## src/rtl/johnson_sequence_monitor.sv

```systemverilog
// Decodes a 4-bit Johnson count into a phase, checks that successive samples
// follow the Johnson order, and declares lock after LOCK_N clean successor steps.
//
// state       | meaning
// ST_UNLOCKED | no reference phase yet; the next legal sample seeds one
// ST_TRACKING | reference held, counting consecutive successor steps
// ST_LOCKED   | LOCK_N successor steps seen; any break drops lock
module johnson_sequence_monitor #(
  parameter int LOCK_N = 4,
  parameter int ERR_W  = 8
) (
  input  logic             CLK,
  input  logic             CLR,
  input  logic             EN,
  input  logic [3:0]       COUNT,
  output logic [7:0]       PHASE,
  output logic [2:0]       PHASE_IDX,
  output logic             VALID,
  output logic             LOCKED,
  output logic             ERR,
  output logic             WRAP,
  output logic [ERR_W-1:0] ERR_CNT
);

  localparam logic [1:0] ST_UNLOCKED = 2'd0;
  localparam logic [1:0] ST_TRACKING = 2'd1;
  localparam logic [1:0] ST_LOCKED   = 2'd2;
  localparam logic [3:0] LOCK_CNT    = 4'(LOCK_N);

  logic [1:0] state, state_nxt;
  logic [3:0] run, run_nxt, run_inc;
  logic [2:0] ref_idx, ref_nxt, succ_idx;
  logic [2:0] idx;
  logic       legal, is_succ;
  logic       err_nxt, wrap_nxt;

  always_comb begin
    legal = 1'b1;
    idx   = 3'd0;
    case (COUNT)
      4'd0:    idx = 3'd0;
      4'd8:    idx = 3'd1;
      4'd12:   idx = 3'd2;
      4'd14:   idx = 3'd3;
      4'd15:   idx = 3'd4;
      4'd7:    idx = 3'd5;
      4'd3:    idx = 3'd6;
      4'd1:    idx = 3'd7;
      default: legal = 1'b0;
    endcase
  end

  // 3-bit add wraps index 7 back to 0, giving the mod-8 successor for free
  assign succ_idx = ref_idx + 3'd1;
  assign is_succ  = (idx == succ_idx);
  assign run_inc  = run + 4'd1;

  always_comb begin
    state_nxt = state;
    run_nxt   = run;
    ref_nxt   = ref_idx;
    err_nxt   = 1'b0;
    wrap_nxt  = 1'b0;
    if (EN) begin
      case (state)
        ST_UNLOCKED: begin
          if (legal) begin
            state_nxt = ST_TRACKING;
            ref_nxt   = idx;
            run_nxt   = 4'd0;
          end else begin
            err_nxt = 1'b1;
          end
        end
        ST_TRACKING: begin
          if (!legal) begin
            err_nxt   = 1'b1;
            state_nxt = ST_UNLOCKED;
          end else if (is_succ) begin
            ref_nxt  = idx;
            run_nxt  = run_inc;
            wrap_nxt = (ref_idx == 3'd7);
            if (run_inc == LOCK_CNT) state_nxt = ST_LOCKED;
          end else begin
            err_nxt = 1'b1;
            ref_nxt = idx;
            run_nxt = 4'd0;
          end
        end
        ST_LOCKED: begin
          if (!legal) begin
            err_nxt   = 1'b1;
            state_nxt = ST_UNLOCKED;
          end else if (is_succ) begin
            ref_nxt  = idx;
            wrap_nxt = (ref_idx == 3'd7);
          end else begin
            err_nxt   = 1'b1;
            state_nxt = ST_TRACKING;
            ref_nxt   = idx;
            run_nxt   = 4'd0;
          end
        end
        default: state_nxt = ST_UNLOCKED;
      endcase
    end
  end

  always_ff @(posedge CLK) begin
    if (CLR) begin
      state     <= ST_UNLOCKED;
      run       <= 4'd0;
      ref_idx   <= 3'd0;
      PHASE     <= 8'h00;
      PHASE_IDX <= 3'd0;
      VALID     <= 1'b0;
      LOCKED    <= 1'b0;
      ERR       <= 1'b0;
      WRAP      <= 1'b0;
      ERR_CNT   <= '0;
    end else begin
      state   <= state_nxt;
      run     <= run_nxt;
      ref_idx <= ref_nxt;
      LOCKED  <= (state_nxt == ST_LOCKED);
      ERR     <= err_nxt;
      WRAP    <= wrap_nxt;
      if (EN) begin
        if (legal) begin
          PHASE     <= 8'd1 << idx;
          PHASE_IDX <= idx;
          VALID     <= 1'b1;
        end else begin
          PHASE <= 8'h00;
          VALID <= 1'b0;
        end
      end
      if (err_nxt && (ERR_CNT != '1)) ERR_CNT <= ERR_CNT + ERR_W'(1);
    end
  end

endmodule

```

## config.mk

```make
export PLATFORM = sky130hd
export DESIGN_NAME = johnson_sequence_monitor
export DESIGN_NICKNAME = d
export VERILOG_FILES = /design/src/rtl/johnson_sequence_monitor.sv
export SDC_FILE = /design/constraint.sdc
export NUM_CORES = 1
export LEC_CHECK = 0
export ABC_AREA = 0
export CAP_MARGIN = 25
export CELL_PAD_IN_SITES_DETAIL_PLACEMENT = 1
export CELL_PAD_IN_SITES_GLOBAL_PLACEMENT = 1
export CORE_UTILIZATION = 42
export DETAILED_ROUTE_END_ITERATION = 10
export GPL_TIMING_DRIVEN = 0
export PLACE_DENSITY = 0.88
export SETUP_SLACK_MARGIN = 0.5
export SYNTH_ARGS = -nofsm -noshare
export SYNTH_HDL_FRONTEND = slang
export SYNTH_SLANG_ARGS = --single-unit
```

## constraint.sdc

```tcl
create_clock -name CLK -period 3.37 [get_ports CLK]
set_clock_uncertainty 0.05 [all_clocks]
set_input_delay 1.011 -clock CLK [delete_from_list [all_inputs] [get_ports CLK]]
set_output_delay 1.011 -clock CLK [all_outputs]
set_load 0.03 [all_outputs]
```

* Word level (Yosys, flattened, before mapping)
Index checks and enable logic that the tools add are counted.
Word-level totals: register bits after elaboration 32, bits of input ports 7, logic and storage cells 70
Cells by class: $add $sub $neg 3, eq/ne operators 18, shift-type cells 1, muxes and demuxes 23, bitwise gates (word level) 4, reduce and logical (&&, ||, !) cells 11
Operator list (count):
- one-hot mux 3 bit (7 select lines) | 1
- 2-to-1 mux 4 bit | 5
- == test 4 bit, second input constant | 4
- 2-to-1 mux 2 bit | 7
- one-hot mux 4 bit (3 select lines) | 1
- adder 8 x 1 -> 8 bit, second input constant | 1
- == test 4 x 3 -> 1 bit, second input constant | 2
- 2-to-1 mux 8 bit | 1
- != test 2 bit, second input constant | 4
- != test 8 bit, second input constant | 1
- OR reduction 8 bit | 1
- << shifter 1 x 3 -> 8 bit, first input constant | 1
- 2-to-1 mux 1 bit | 6
- one-hot mux 2 bit (3 select lines) | 1
- AND reduction 6 bit | 1
- OR reduction 5 bit | 1
- adder 4 x 1 -> 4 bit, second input constant | 1
- == test 2 bit, second input constant | 2
- == test 4 x 1 -> 1 bit, second input constant | 1
- == test 4 x 2 -> 1 bit, second input constant | 1
- logical NOT 4 bit | 1
- NOT 1 bit | 4
- adder 3 x 1 -> 3 bit, second input constant | 1
- == test 3 bit | 1
- 10 further kinds | 10

* Longest topological paths before layout
word-level depth 8, gate-level depth with buffers 9, depth with buffers taken out 8

* Least setup slack after synthesis
OpenSTA, ideal clock, no wires.
kind input to register, from in COUNT[1], to reg ERR_CNT[4], setup time 0.121 ns, data arrival time 2.475 ns, path slack 0.724 ns, cell stages on the path 8, path buffers 2, path through buf_4 > xor2_1 > o21a_1 > o32ai_4 > o21ai_4 > buf_6 > nor3_2 > mux2_4
Between the ends: cells in the longest elaborated chain, start to end 8
RTL lines:
- from (decl) | line 15 | input logic [3:0] COUNT,
- == test 4 x 1 -> 1 bit (tied with other cells) | line 40 | case (COUNT)
- one-hot mux 3 bit (7 select lines) | line 40
- == test 3 bit | line 55 | assign is_succ = (idx == succ_idx);
- 2-to-1 mux 1 bit | line 79, 94
- 2-to-1 mux 1 bit | line 91 | if (!legal) begin
- one-hot mux 1 bit (2 select lines) (*) | line 65 | case (state)
- 2-to-1 mux 1 bit (*) | line 64 | if (EN) begin
- logical AND 1 bit (*) | line 138 | if (err_nxt && (ERR_CNT != '1)) ERR_CNT <= ERR_CNT + ERR_W'(1);
- to (signal assigned) | line 138
- to (decl) | line 22 | output logic [ERR_W-1:0] ERR_CNT
Mark *: on every way between the ends. The rest lies on a longest branch, timed or not. A chain may end at the register's enable or synchronous reset.

* Worst setup path in the final report
from in COUNT[2], to reg ERR_CNT[4]
The elaborated chain is that of the path after synthesis.

==> flow_metrics.tcl <==
set metrics [dict create \
    pwr-share-seq_pct 40.7 \
    synth_top_area_cell "dfxtp_1" \
    remaining_drc_errors 0 \
    synth_edf_count 0 \
    antenna_found_initial 0 \
    die_area_mm2 0.004663 \
    post_drt_wl_per_cell_um 16.65 \
    initial_core_util_pct 44.85 \
    critPathLaunchType "primary input" \
    critPathLaunch "COUNT[2]" \
    worst_slew_pin_slew_ps 661.9 \
    r2r-start "ref_idx[0]" \
    synth_area_per_cell_um2 8.313 \
    hold_class "reg -> reg" \
    period_minus_slack_ps 2752 \
    worstPathArrival_ps 2880 \
    drt_iter0_drc 68 \
    ys_ff_latch 32 \
    final_max_slew_viol_count 0 \
    io_buffers 28 \
    synth_area_leaders "dfxtp_1 (35%), ha_1 (6.1%), nand2_1 (5.1%), a21oi_1 (4.9%), nor2_1 (4.5%)" \
    routed_wirelength_um 5244 \
    max_freq_mhz 363.3 \
    r2r_cells 8 \
    post-route-period-util_pct 81.67 \
    postPlaceCellArea_mm2 0.002188 \
    clk_pin_slew_worst_paths_ps 70 \
    synth_top_area_share_pct 34.71 \
    crit_end "ERR_CNT[4]" \
    fin_area_mm2 0.002431 \
    dpl.hpwl_um 3521 \
    multi_input_area_mm2 0.001150 \
    viasPerCell 5.743 \
    status "finished, final reports clean" \
    num-fill-cells 506 \
    crit_type "in -> reg" \
    worst_ir_drop_vdd_v 0.0002709 \
    num_vias 1809 \
    core_area_mm2 0.004115 \
    ant_nets 0 \
    grt-ovfl-total 0 \
    gp_congestion 0.7761 \
    power_density_mw_per_mm2 401.9 \
    async_flop_share_pct 0 \
    syn_nets 238 \
    cts.sinks 32 \
    worstSetupEndpointType "flip-flop" \
    cts_tree "done" \
    yosysSeqAreaShare_pct 34.71 \
    syn_to_final_growth_pct 31.73 \
    netSwitchingFraction_pct 26.26 \
    cp_max_fo 10 \
    cts-buffers-inserted 5 \
    die_y_um 68.29 \
    root_buffer "clkbuf_8" \
    grt_max_degree 11 \
    p_leak_nw 0.8905 \
    clock_path_buffers 2 \
    die_w_um 68.29 \
    diodes 0 \
    internal_power_w 0.0007205 \
    yosysWarnings 0 \
    grt_pass1_wl_um 8542 \
    synth_cells 222 \
    h-tree-depth 2 \
    clock_power_share_pct 41.3 \
    setup_tns_ps 0 \
    grt_setup_unrepaired "no" \
    reg2reg_slack_ps 970 \
    r2r_end "LOCKED" \
    grt.total_usage_pct 24.74 \
    maxCapViolCount 0 \
    ff_latch_area_um2 640.6 \
    hold_violations 0 \
    num_rows 23 \
    pwr-share-comb_pct 18.0 \
    synth_area_mm2 0.001846 \
    firstDrtPassIters 4 \
    clkLatencyLatePin_ps 280 \
    grt_pass1_vias 1829 \
    p_switching_w 0.0002565 \
    setup-violations-final 0 \
    cp.required_ps 3490 \
    io_pins 30 \
    ys_types 53 \
    nNetsFinal 280 \
    relSlewSlack_pct 55.31 \
    drive_above_1_share_pct 15.47 \
    ys.flop_type "dfxtp_1" \
]
[power by group through the flow]
stage / Combinational, W / Clock, W / Sequential [W]
5_1_grt: 0.000189 / 0.000427 / 0.000399
3_5_place_dp: 0.000155 / 0 / 0.000406
2_1_floorplan: 0.0000936 / 0 / 0.000418
3_3_place_gp: 0.000151 / 0 / 0.000405
4_1_cts: 0.000173 / 0.000410 / 0.000397
6_report: 0.000176 / 0.000404 / 0.000398
[cell usage in the layout (no fill, tap or decap), types with 5 or more instances in the layout]
| master | n |
|---|---|
| ha_1 | 9 |
| clkdlybuf4s50_1 | 24 |
| nand2_1 | 24 |
| nand2b_1 | 6 |
| buf_4 | 8 |
| dfxtp_1 | 32 |
| nor2_1 | 22 |
| a21oi_1 | 15 |
| inv_1 | 8 |
| nand3_1 | 14 |
| clkbuf_8 | 7 |
| nand4_1 | 5 |
| clkbuf_1 | 7 |
| buf_6 | 5 |
| o21ai_0 | 7 |
[worst max-delay path, stage by stage]
cell and delay (ps):
dlygate4sd2_1 290, buf_6 170, nand3_1 110, a211oi_2 90, o32ai_4 440, o21ai_4 120
buf_6 150, nor3_4 170, mux2_4 310
[per-layer routing]
layer	global-route usage, %	vias to the layer above	wire length (um)
met4	10.68	0	70
met1	30.46	868	2398
met2	41.42	42	2591
li1	-	889	-
met5	0	-	0
met3	4.833	10	184
[synth_stat cells, drive strengths merged (5+ instances only)]
| master | instances |
|---|---|
| nand2 | 25 |
| o21ai | 9 |
| a21oi | 19 |
| nand4 | 5 |
| ha | 9 |
| clkbuf | 7 |
| nor2 | 22 |
| mux2i | 5 |
| buf | 6 |
| nand3 | 14 |
| dfxtp | 32 |
| nor3 | 5 |
| nand2b | 6 |
| inv | 8 |
[state kept, by name (all words and copies together), names as in the netlist]
signal / flops
ERR_CNT: 8
PHASE: 8
run: 4
PHASE_IDX: 3
ref_idx: 3
state: 2
ERR: 1
LOCKED: 1
VALID: 1
WRAP: 1
[repair_timing]
action                                  4_1_cts  5_1_grt
hold buffers                                  0        0
gates resized for setup                      17        4
pin swaps                                     4        0
buffers inserted                              7        0
endpoints found under the setup margin       12        8
[worst min-delay path by stage]
stage | start | endpoint | cells after the start
after floorplan | ref_idx[2] | ref_idx[2] | 2
after CTS | ref_idx[2] | ref_idx[2] | 2
after detailed placement | PHASE[0] | PHASE[0] | 2
final | PHASE[0] | PHASE[0] | 2
after global routing | PHASE[0] | PHASE[0] | 2
after global placement | PHASE[1] | PHASE[1] | 2
[through the flow]
stage / power [W] / utilization [%] / cells / hold slack (ps) / worst slack [ps]
final: 0.0009770 / 59.08 / 315 / 417.7 / 617.7
after global routing: 0.001015 / 59.08 / 315 / 437.3 / 519.0
after CTS: 0.0009808 / 58.89 / 315 / 421.7 / 577.0
after detailed placement: 0.0005610 / 53.18 / 300 / 411.4 / 11.04
after global placement: 0.0005565 / 53.18 / 300 / 401.8 / 31.80
after floorplan: 0.0005115 / - / 222 / 390.6 / 723.8
[final cells by class]
| type | instances | area share (%) |
|---|---|---|
| Multi-Input combinational cell | 169 | 47.30 |
| Sequential cell | 32 | 26.35 |
| Timing Repair Buffer | 35 | 13.64 |
| Clock buffer | 7 | 3.963 |
| Buffer | 13 | 3.706 |
| Tap cell | 50 | 2.573 |
| Clock inverter | 1 | 1.235 |
| Inverter | 8 | 1.235 |
[logic make-up (layout without fill, tap and decap cells)]
logic type | count (synthesis) | after routing | synth area share [%]
multiplexers | 9 | 9 | 5.763
buffers and inverters | 21 | 64 | 6.102
adder cells (fa/ha/maj) | 9 | 9 | 6.102
AO/OA/AOI/OAI | 50 | 50 | 18.98
flip-flops | 32 | 32 | 34.71
XOR/XNOR | 2 | 2 | 0.9493
AND/OR/NAND/NOR | 99 | 99 | 27.39
(Power assumes the default switching activity.)
